<file path="src/rtl/tracking_arbiter_if.sv">
// Channel-array and loops-side signals of the tracking arbiter.
// master = channels + loops instance, slave = the arbiter.
interface tracking_arbiter_if #(
  parameter int NUM_CHANNELS = 4,
  parameter int HIST_WIDTH   = 128,
  parameter int RES_WIDTH    = 96
);
  logic [NUM_CHANNELS-1:0]            req;
  logic [NUM_CHANNELS*HIST_WIDTH-1:0] hist_in;
  logic                               loop_start;
  logic [HIST_WIDTH-1:0]              loop_hist;
  logic                               loop_ready;
  logic [RES_WIDTH-1:0]               loop_result;
  logic [NUM_CHANNELS-1:0]            result_valid;
  logic [RES_WIDTH-1:0]               result_out;
  logic [3:0]                         grant_id;
  logic                               busy;
  logic [NUM_CHANNELS-1:0]            overrun;
  logic                               timeout_err;

  modport master (
    output req, hist_in, loop_ready, loop_result,
    input  loop_start, loop_hist, result_valid, result_out, grant_id, busy, overrun, timeout_err
  );

  modport slave (
    input  req, hist_in, loop_ready, loop_result,
    output loop_start, loop_hist, result_valid, result_out, grant_id, busy, overrun, timeout_err
  );
endinterface

</file>
<file path="src/rtl/tracking_arbiter.sv">
// Shares one tracking_loops datapath across NUM_CHANNELS correlator channels:
// buffers each channel's dump, grants round-robin, launches the loops, waits
// for completion (with abort) and routes the registered result back.

// Per-channel request slot: newest history plus a pending flag.
module tracking_arbiter_slot #(
  parameter int HIST_WIDTH = 128
) (
  input  logic                  clk,
  input  logic                  global_reset_n,
  input  logic                  req,
  input  logic                  clr,
  input  logic [HIST_WIDTH-1:0] hist,
  output logic                  pending,
  output logic                  overrun,
  output logic [HIST_WIDTH-1:0] hist_q
);
  // A new request always wins over a same-cycle grant clear; a request landing
  // on a still-queued one (not the one being granted now) is an overrun.
  always_ff @(posedge clk or negedge global_reset_n) begin
    if (!global_reset_n) begin
      pending <= 1'b0;
      overrun <= 1'b0;
      hist_q  <= '0;
    end else begin
      overrun <= req && pending && !clr;
      if (req) begin
        hist_q  <= hist;
        pending <= 1'b1;
      end else if (clr) begin
        pending <= 1'b0;
      end
    end
  end
endmodule

module tracking_arbiter #(
  parameter int NUM_CHANNELS = 4,
  parameter int HIST_WIDTH   = 128,
  parameter int RES_WIDTH    = 96,
  parameter int TIMEOUT      = 255
) (
  input  logic                clk,
  input  logic                global_reset_n,
  tracking_arbiter_if.slave   bus
);
  localparam logic [3:0] PTR_RST = 4'(NUM_CHANNELS - 1);
  // Last WAIT cycle index before abort: WAIT lasts at most TIMEOUT cycles.
  localparam logic [7:0] TO_LAST = 8'(TIMEOUT - 1);

  typedef enum logic [1:0] {IDLE, LAUNCH, WAIT, DONE} state_t;

  state_t                                 state;
  logic [3:0]                             ptr;
  logic [7:0]                             cnt;
  logic [NUM_CHANNELS-1:0]                pending;
  logic [NUM_CHANNELS-1:0]                clr;
  logic [NUM_CHANNELS-1:0]                overrun_q;
  logic [NUM_CHANNELS-1:0][HIST_WIDTH-1:0] slot_hist;
  logic                                   win_vld;
  logic [3:0]                             win_id;
  logic [HIST_WIDTH-1:0]                  win_hist;
  logic [NUM_CHANNELS-1:0]                gnt_oh;

  logic                    loop_start_q;
  logic [HIST_WIDTH-1:0]   loop_hist_q;
  logic [NUM_CHANNELS-1:0] result_valid_q;
  logic [RES_WIDTH-1:0]    result_out_q;
  logic [3:0]              grant_id_q;
  logic                    busy_q;
  logic                    timeout_err_q;

  for (genvar g = 0; g < NUM_CHANNELS; g++) begin : g_slot
    tracking_arbiter_slot #(.HIST_WIDTH(HIST_WIDTH)) u_slot (
      .clk            (clk),
      .global_reset_n (global_reset_n),
      .req            (bus.req[g]),
      .clr            (clr[g]),
      .hist           (bus.hist_in[g*HIST_WIDTH +: HIST_WIDTH]),
      .pending        (pending[g]),
      .overrun        (overrun_q[g]),
      .hist_q         (slot_hist[g])
    );
  end

  // Round-robin pick: lowest pending index above ptr, else lowest at/below ptr.
  always_comb begin
    win_vld = 1'b0;
    win_id  = '0;
    for (int i = NUM_CHANNELS - 1; i >= 0; i--)
      if (pending[i] && i <= int'(ptr)) begin
        win_vld = 1'b1;
        win_id  = 4'(i);
      end
    for (int i = NUM_CHANNELS - 1; i >= 0; i--)
      if (pending[i] && i > int'(ptr)) begin
        win_vld = 1'b1;
        win_id  = 4'(i);
      end
  end

  // Winner history mux, grant clear to the slots, one-hot of the served channel.
  always_comb begin
    win_hist = '0;
    clr      = '0;
    gnt_oh   = '0;
    for (int i = 0; i < NUM_CHANNELS; i++) begin
      if (win_id == 4'(i)) begin
        win_hist = slot_hist[i];
        clr[i]   = (state == IDLE) && win_vld;
      end
      if (grant_id_q == 4'(i)) gnt_oh[i] = 1'b1;
    end
  end

  // Service FSM; every strobe is registered on the transition into its state.
  always_ff @(posedge clk or negedge global_reset_n) begin
    if (!global_reset_n) begin
      state          <= IDLE;
      ptr            <= PTR_RST;
      cnt            <= '0;
      loop_start_q   <= 1'b0;
      loop_hist_q    <= '0;
      result_valid_q <= '0;
      result_out_q   <= '0;
      grant_id_q     <= '0;
      busy_q         <= 1'b0;
      timeout_err_q  <= 1'b0;
    end else begin
      loop_start_q   <= 1'b0;
      result_valid_q <= '0;
      timeout_err_q  <= 1'b0;
      case (state)
        IDLE: if (win_vld) begin
          loop_hist_q  <= win_hist;
          grant_id_q   <= win_id;
          ptr          <= win_id;
          loop_start_q <= 1'b1;
          busy_q       <= 1'b1;
          state        <= LAUNCH;
        end
        LAUNCH: begin
          cnt   <= '0;
          state <= WAIT;
        end
        WAIT: if (bus.loop_ready) begin
          result_out_q   <= bus.loop_result;
          result_valid_q <= gnt_oh;
          state          <= DONE;
        end else if (cnt == TO_LAST) begin
          // Abort: the request is dropped, not requeued.
          timeout_err_q <= 1'b1;
          busy_q        <= 1'b0;
          state         <= IDLE;
        end else begin
          cnt <= cnt + 8'd1;
        end
        DONE: begin
          busy_q <= 1'b0;
          state  <= IDLE;
        end
        default: state <= IDLE;
      endcase
    end
  end

  assign bus.loop_start   = loop_start_q;
  assign bus.loop_hist    = loop_hist_q;
  assign bus.result_valid = result_valid_q;
  assign bus.result_out   = result_out_q;
  assign bus.grant_id     = grant_id_q;
  assign bus.busy         = busy_q;
  assign bus.overrun      = overrun_q;
  assign bus.timeout_err  = timeout_err_q;
endmodule

</file>
<file path="src/flat_wrapper.sv">
// flat-port wrapper written by rule: the top's interface ports become plain ports
module tracking_arbiter_flat 
#(
  parameter int NUM_CHANNELS = 4,
  parameter int HIST_WIDTH   = 128,
  parameter int RES_WIDTH    = 96,
  parameter int TIMEOUT      = 255
)
  (clk, global_reset_n, bus_req, bus_hist_in, bus_loop_ready, bus_loop_result, bus_loop_start, bus_loop_hist, bus_result_valid, bus_result_out, bus_grant_id, bus_busy, bus_overrun, bus_timeout_err);
  tracking_arbiter_if #(.NUM_CHANNELS(NUM_CHANNELS), .HIST_WIDTH(HIST_WIDTH), .RES_WIDTH(RES_WIDTH)) bus_i ();
  input  logic clk;
  input  logic global_reset_n;
  input wire logic [$bits(bus_i.req)-1:0] bus_req;
  input wire logic [$bits(bus_i.hist_in)-1:0] bus_hist_in;
  input wire logic [$bits(bus_i.loop_ready)-1:0] bus_loop_ready;
  input wire logic [$bits(bus_i.loop_result)-1:0] bus_loop_result;
  output wire logic [$bits(bus_i.loop_start)-1:0] bus_loop_start;
  output wire logic [$bits(bus_i.loop_hist)-1:0] bus_loop_hist;
  output wire logic [$bits(bus_i.result_valid)-1:0] bus_result_valid;
  output wire logic [$bits(bus_i.result_out)-1:0] bus_result_out;
  output wire logic [$bits(bus_i.grant_id)-1:0] bus_grant_id;
  output wire logic [$bits(bus_i.busy)-1:0] bus_busy;
  output wire logic [$bits(bus_i.overrun)-1:0] bus_overrun;
  output wire logic [$bits(bus_i.timeout_err)-1:0] bus_timeout_err;
  assign bus_i.req = bus_req;
  assign bus_i.hist_in = bus_hist_in;
  assign bus_i.loop_ready = bus_loop_ready;
  assign bus_i.loop_result = bus_loop_result;
  assign bus_loop_start = bus_i.loop_start;
  assign bus_loop_hist = bus_i.loop_hist;
  assign bus_result_valid = bus_i.result_valid;
  assign bus_result_out = bus_i.result_out;
  assign bus_grant_id = bus_i.grant_id;
  assign bus_busy = bus_i.busy;
  assign bus_overrun = bus_i.overrun;
  assign bus_timeout_err = bus_i.timeout_err;
  tracking_arbiter #(.NUM_CHANNELS(NUM_CHANNELS), .HIST_WIDTH(HIST_WIDTH), .RES_WIDTH(RES_WIDTH), .TIMEOUT(TIMEOUT)) u_core (.clk(clk), .global_reset_n(global_reset_n), .bus(bus_i));
endmodule
</file>
<file path="config.mk">
export PLATFORM = sky130hd
export DESIGN_NAME = tracking_arbiter_flat
export DESIGN_NICKNAME = d
export VERILOG_FILES = /design/src/rtl/tracking_arbiter_if.sv /design/src/rtl/tracking_arbiter.sv /design/src/flat_wrapper.sv
export SDC_FILE = /design/constraint.sdc
export NUM_CORES = 1
export LEC_CHECK = 0
export ABC_AREA = 0
export ABC_CLOCK_PERIOD_IN_PS = 2200
export CAP_MARGIN = 10
export CORE_AREA = 2 2 329 331
export CTS_BUF_LIST = sky130_fd_sc_hd__clkbuf_2 sky130_fd_sc_hd__clkbuf_4 sky130_fd_sc_hd__clkbuf_8
export CTS_CLUSTER_SIZE = 10
export DETAILED_ROUTE_END_ITERATION = 10
export DIE_AREA = 0 0 331 333
export GPL_TIMING_DRIVEN = 0
export PLACE_DENSITY = 0.57
export SYNTH_ARGS = -nofsm -noshare
export SYNTH_HDL_FRONTEND = slang
export SYNTH_HIERARCHICAL = 1
export SYNTH_SLANG_ARGS = --single-unit
</file>
<file path="constraint.sdc">
create_clock -name clk -period 2.2 [get_ports clk]
set_input_delay 0.44 -clock clk [delete_from_list [all_inputs] [get_ports clk]]
set_output_delay 0.44 -clock clk [all_outputs]
set_load 0.02 [all_outputs]
</file>
# Word level (Yosys, flattened, before mapping)
# Cells that the tools add are included.
# totals
ff_bits,769
input_bits,615
out_inout_bits,239
wordCells,129
# op_classes
n_eq_ne,15
n_lt_le_gt_ge,6
mux,52
reduce_logical,33
add_sub_neg,1
# ops
cell,count
128-bit 2-to-1 mux,4
4-bit 2-to-1 mux,8
1-bit 2-to-1 mux,31
4-bit by 2-bit equality test with 1-bit output (second input constant),4
8-bit 2-to-1 mux,2
8-bit case mux with 2 select lines,1
1-bit logical AND,15
2-bit nonzero test,5
8-bit by 1-bit adder with 8-bit output (second input constant),1
4-bit by 1-bit equality test with 1-bit output (second input constant),2
8-bit equality test (second input constant),1
2-bit by 4-bit > comparator with 1-bit output (first input constant),2
2-bit by 4-bit less-or-equal comparator with 1-bit output (first input constant),2
4-bit zero test,2
2-bit 2-to-1 mux,4
2-bit case mux with 4 select lines,1
2-bit AND reduction,3
2-bit equality test (second input constant),2
1-bit by 4-bit > comparator with 1-bit output (first input constant),1
1-bit by 4-bit less-or-equal comparator with 1-bit output (first input constant),1
1-bit zero test,4
2-bit by 1-bit inequality test with 1-bit output (second input constant),2
2-bit inequality test (second input constant),2
4-bit AND reduction,1
other kinds (6),6

# Depth between registers and ports, before layout
# depth
depth_word,14
depth_mapped,10
depth_no_buf,8

# By module
# The synthesis kept the hierarchy.
# modules_own_cells
mod,area_each_um2,cells_each,instances,seq_area_each_um2
tracking_arbiter_slot,4847.1,275,4,3253.1
tracking_arbiter,13356.6,1346,1,6133.4

# Least setup slack after synthesis
# OpenSTA, ideal clock, no wires.
# synth_timing
kind,register to register
start,register u_core.state[0]
end,"register u_core.result_out_q[77], in the netlist u_core/bus.result_out[77]"
synth_period_minus_slack_ns,2.014
stages_incl_launch_ff,8
path_buffers,3
arrival_time_ns,1.890
setup_slack_ns,0.186
required_time_ns,2.075
setup_ns,0.125
path_cell_list,dfrtp_1 inv_1 ha_1 and2_1 clkbuf_1 buf_2 buf_2 mux2_2
# synth_via
elab_chain_len,2
# synth_rtl
item,line_no,source
"start, declared",tracking_arbiter.sv:53,state_t state;
"start signal, assigned",tracking_arbiter.sv:119,state <= IDLE;
"start signal, assigned",tracking_arbiter.sv:140,state <= LAUNCH;
"start signal, assigned",tracking_arbiter.sv:144,state <= WAIT;
2-bit equality test,tracking_arbiter.sv:133,case (state)
2-bit AND reduction (no line),n/a,
"end signal, assigned",tracking_arbiter.sv:147,result_out_q <= bus.loop_result;
"end, declared",tracking_arbiter.sv:68,logic [RES_WIDTH-1:0] result_out_q;
# No other way between the ends.
# A chain may end at the register's enable or synchronous reset.

# Final worst setup path
# layout_timing
start,register u_core.ptr[0]
end,"register u_core.loop_hist_q[5], in the netlist u_core/bus.loop_hist[5]"
# layout_via
elab_chain_len,14
# layout_rtl
item,line_no,source
"start, declared",tracking_arbiter.sv:54,logic [3:0] ptr;
"start signal, assigned",tracking_arbiter.sv:137,ptr <= win_id;
2-bit by 4-bit less-or-equal comparator with 1-bit output,tracking_arbiter.sv:91,if (pending[i] && i <= int'(ptr)) begin
1-bit logical AND,tracking_arbiter.sv:91,
2-bit 2-to-1 mux,tracking_arbiter.sv:91,
4-bit 2-to-1 mux (3 in series),tracking_arbiter.sv:91,
4-bit 2-to-1 mux (3 in series),tracking_arbiter.sv:96,if (pending[i] && i > int'(ptr)) begin
4-bit zero test,tracking_arbiter.sv:108,if (win_id == 4'(i)) begin
128-bit 2-to-1 mux (4 in series),tracking_arbiter.sv:108,
"end signal, assigned",tracking_arbiter.sv:135,loop_hist_q <= win_hist;
"end, declared",tracking_arbiter.sv:66,logic [HIST_WIDTH-1:0] loop_hist_q;
# Several ways; a longest one is shown, not always the timed one.

==> out/results.txt <==
Worst IR Drop VDD = 640.0 µV
Post-DP HPWL = 95.36 mm
RSZ-0062 raised after global routing = true
Cell variety after synth = 52
Ys async rst share = 1.000
CTS tree = yes
Die Y = 333 µm
# DRC = 0
Area after DPL = 43210 µm²
R2r startpoint = u_core/ptr[0]$_DFFE_PN1P_
Hold/Removal Path Class = primary input to register
Hold Path Depth = 2
Post-Syn Instances = 2446
Final setup margin = -0.1123 ns
Clk_lat worst skew = 0.83 ns
Ranking of synthesized cells by area = dfrtp_1 58%, mux2_2 21%, mux2i_1 2.6%, o211ai_1 2.3%, a21boi_0 1.9%
Post-layout net count = 4160
Post-synthesis sequential area ratio = 0.5847
Status = finished with violations
Number of vias in the routed layout = 24520
P_leak = 0.02099 µW
GRT Util Overall = 0.2346
Clock Path Buffers = 3
Initial DRC Count = 1204
Crit path launch type = register
MaxCap Viol Count = 0
Largest net degree at the start of global routing = 108
Achievable Freq = 432.5 MHz
Syn-to-layout area delta = 50.17%
RR Endpoint = u_core/bus.loop_hist[5]$_DFFE_PN0P_
Post-Syn Area = 32750 µm²
Primary FF master, synth = dfrtp_1
Commonest cells in the netlist = 763 x dfrtp_1, 608 x mux2_2, 145 x nand2_1
Leading area contributor after synthesis = dfrtp_1
Share of layout cells above drive strength 1 = 0.3670
Final setup skew = 0.03030 ns
Vias per cell = 4.855
Setup violators final = 43
Number of flops mapped to enable cells by yosys = 0
Failing checks = setup timing
CTS HTree Levels = 4
Minimum clock period = 2.312 ns
Share of the synthesized area in the top cell type = 0.5831
Worst Hold Path EP = u_core/g_slot[0].u_slot/hist_q[19]$_DFFE_PN0P_
Most common cell in the synthesized netlist = dfrtp_1
Core Util, Final = 0.4613
Top fanout value on the critical path = 8
I/O pins = 854
Syn. warnings = 6
Initial antenna violation count = 40
Total CTS buffers = 142
Core Footprint = 106600 µm²
IO Port Bufs = 847
Gr ovfl total = 0
Worst path required time = 2.89 ns
Register clock-pin slew on the reported worst setup and hold paths = 0.06 ns
Initial core utilization = 0.3072
WP data arrival = 3.00 ns
Hold_sp = bus_req[0]
Worst-margin pin slew = 0.6876 ns
Period utilization = 1.051
R2R cell count = 9
WL/cell = 25.96 µm
TritonRoute pass-1 iters = 5
Final hold vios = 0
CTS Sinks = 765
Number of global-route vias before repair = 26320
Die X = 331 µm
Crit Path Class = register to register
CP Capture Type = register
Slew margin rel. = 0.5416
Final Max Slew Viols = 0
CTS root buf = clkbuf_8
Die Area = 110200 µm²
GPL Wtd Cong = 0.8139
Final Cell Area = 49170 µm²
Drt total wl = 131.1 mm
Synth Area per Inst = 13.39 µm²
First-pass GRT wire length = 186.1 mm
Yosys reg bits = 765
# rows = 120
# fillers = 9891
P per Cell Area = 1397 nW/µm²
Post-DRT Antenna Nets = 0
Reg2reg setup slack = -0.11 ns
## cells in the final DEF (no fill, tap or decap), types with 14 or more instances in the layout
cell	n
nor2_1	81
a31oi_1	20
buf_4	64
o21ai_2	42
a21boi_2	32
mux2_2	608
buf_2	17
and3_4	33
mux2i_4	15
dlygate4sd2_1	235
a21oi_1	48
o21ai_1	31
a21boi_1	20
clkbuf_8	180
nand3_2	18
and3_1	59
mux2i_1	65
clkbuf_4	60
buf_12	28
dfrtp_1	763
o21ai_4	14
a21boi_0	30
nand2_1	143
buf_8	27
buf_16	20
buf_6	78
clkdlybuf4s50_1	609
o221ai_2	17
o211ai_1	102
o211a_1	26
## critical path, cell delays in order (launching register included)
cell      delay [ns]
dfstp_2         0.58
and2b_4         0.22
o21ai_4         0.16
buf_12          0.15
buf_8           0.13
nand2_4         0.06
buf_12          0.16
buf_16          0.18
mux2i_4         0.32
o211ai_1        0.15
## registers in the layout, summed over array words and instances, names as in the netlist, 2 cells and up
signal,cells
u_core/g_slot.u_slot/hist_q,512
u_core/g_slot.u_slot/pending,4
u_core/bus.loop_hist,128
u_core/bus.result_valid,4
u_core/state,2
u_core/g_slot.u_slot/overrun,4
u_core/bus.result_out,96
u_core/cnt,8
u_core/bus.grant_id,2
u_core/ptr,2
## report_power, final
group | internal (µW) | switching, µW
clock network | 8090 | 6240
logic | 16500 | 18700
registers | 17400 | 1800
## timing repair
item	CTS	global route
buffers inserted	64	20
gates resized for setup	786	145
hold buffers	2	0
endpoints found under the hold margin	215	0
gates cloned	19	7
pin swaps	203	82
setup endpoints to repair	475	256
## how the worst max path moves through the flow
stage                                            from                                              to  slack (ns)  cells after the start
after floorplan           u_core/state[0]$_DFFE_PN0P_           u_core/bus.result_out[77]$_DFFE_PN0P_        0.19                      7
after global placement                 global_reset_n  u_core/g_slot[0].u_slot/hist_q[72]$_DFFE_PN0P_      -36.35                      1
after global routing        u_core/ptr[0]$_DFFE_PN1P_             u_core/bus.loop_hist[5]$_DFFE_PN0P_       -0.20                      9
after CTS                   u_core/ptr[1]$_DFFE_PN1P_             u_core/bus.loop_hist[5]$_DFFE_PN0P_       -0.14                     10
after detailed placement    u_core/ptr[1]$_DFFE_PN1P_             u_core/bus.loop_hist[5]$_DFFE_PN0P_       -1.27                      8
final                       u_core/ptr[0]$_DFFE_PN1P_             u_core/bus.loop_hist[5]$_DFFE_PN0P_       -0.11                      9
## cell families after synthesis
group / Yosys count / synth area share
flip-flops: 765 / 0.5847
buffers and inverters: 189 / 0.03531
other: 1 / 0.0001145
AO/OA/AOI/OAI: 410 / 0.08670
adder cells (fa/ha/maj): 7 / 0.002675
XOR/XNOR: 6 / 0.001605
multiplexers: 694 / 0.2354
AND/OR/NAND/NOR: 374 / 0.05353
## per-stage QoR
step	worst slack (ns)	std cells	hold WS, ns	setup TNS (ns)	total power (µW)
detailed placement	-1.274	4705	0.2603	-170.96	46470
global route	-0.2006	5046	0.03626	-6.615	72330
floorplan	0.1856	2447	0.1444	0	33620
finish	-0.1123	5051	0.09768	-1.464	68700
global placement	-36.35	4697	0.4741	-	46220
CTS	-0.1417	5028	0.009916	-4.974	68590
## cell type report
cell class	count	area [µm²]	area share
sequential	765	19150	0.3893
tap	1403	1755	0.03570
buffer	169	1846	0.03753
timing repair buffer	957	9832	0.1999
clock inverter	19	138.9	0.002824
clock buffer	222	2780	0.05654
antenna	13	32.53	0.0006615
inverter	10	37.54	0.0007633
multi-input combinational	1493	13610	0.2767
## per-layer routing
metal,global-route usage,vias to the layer above,wire (µm)
met5,0,-,274
met4,0.06402,42,2948
met3,0.07407,196,9356
met2,0.3972,769,64850
met1,0.2858,12470,53700
li1,-,11050,-
Note: power is estimated with default switching activity, not from simulation.
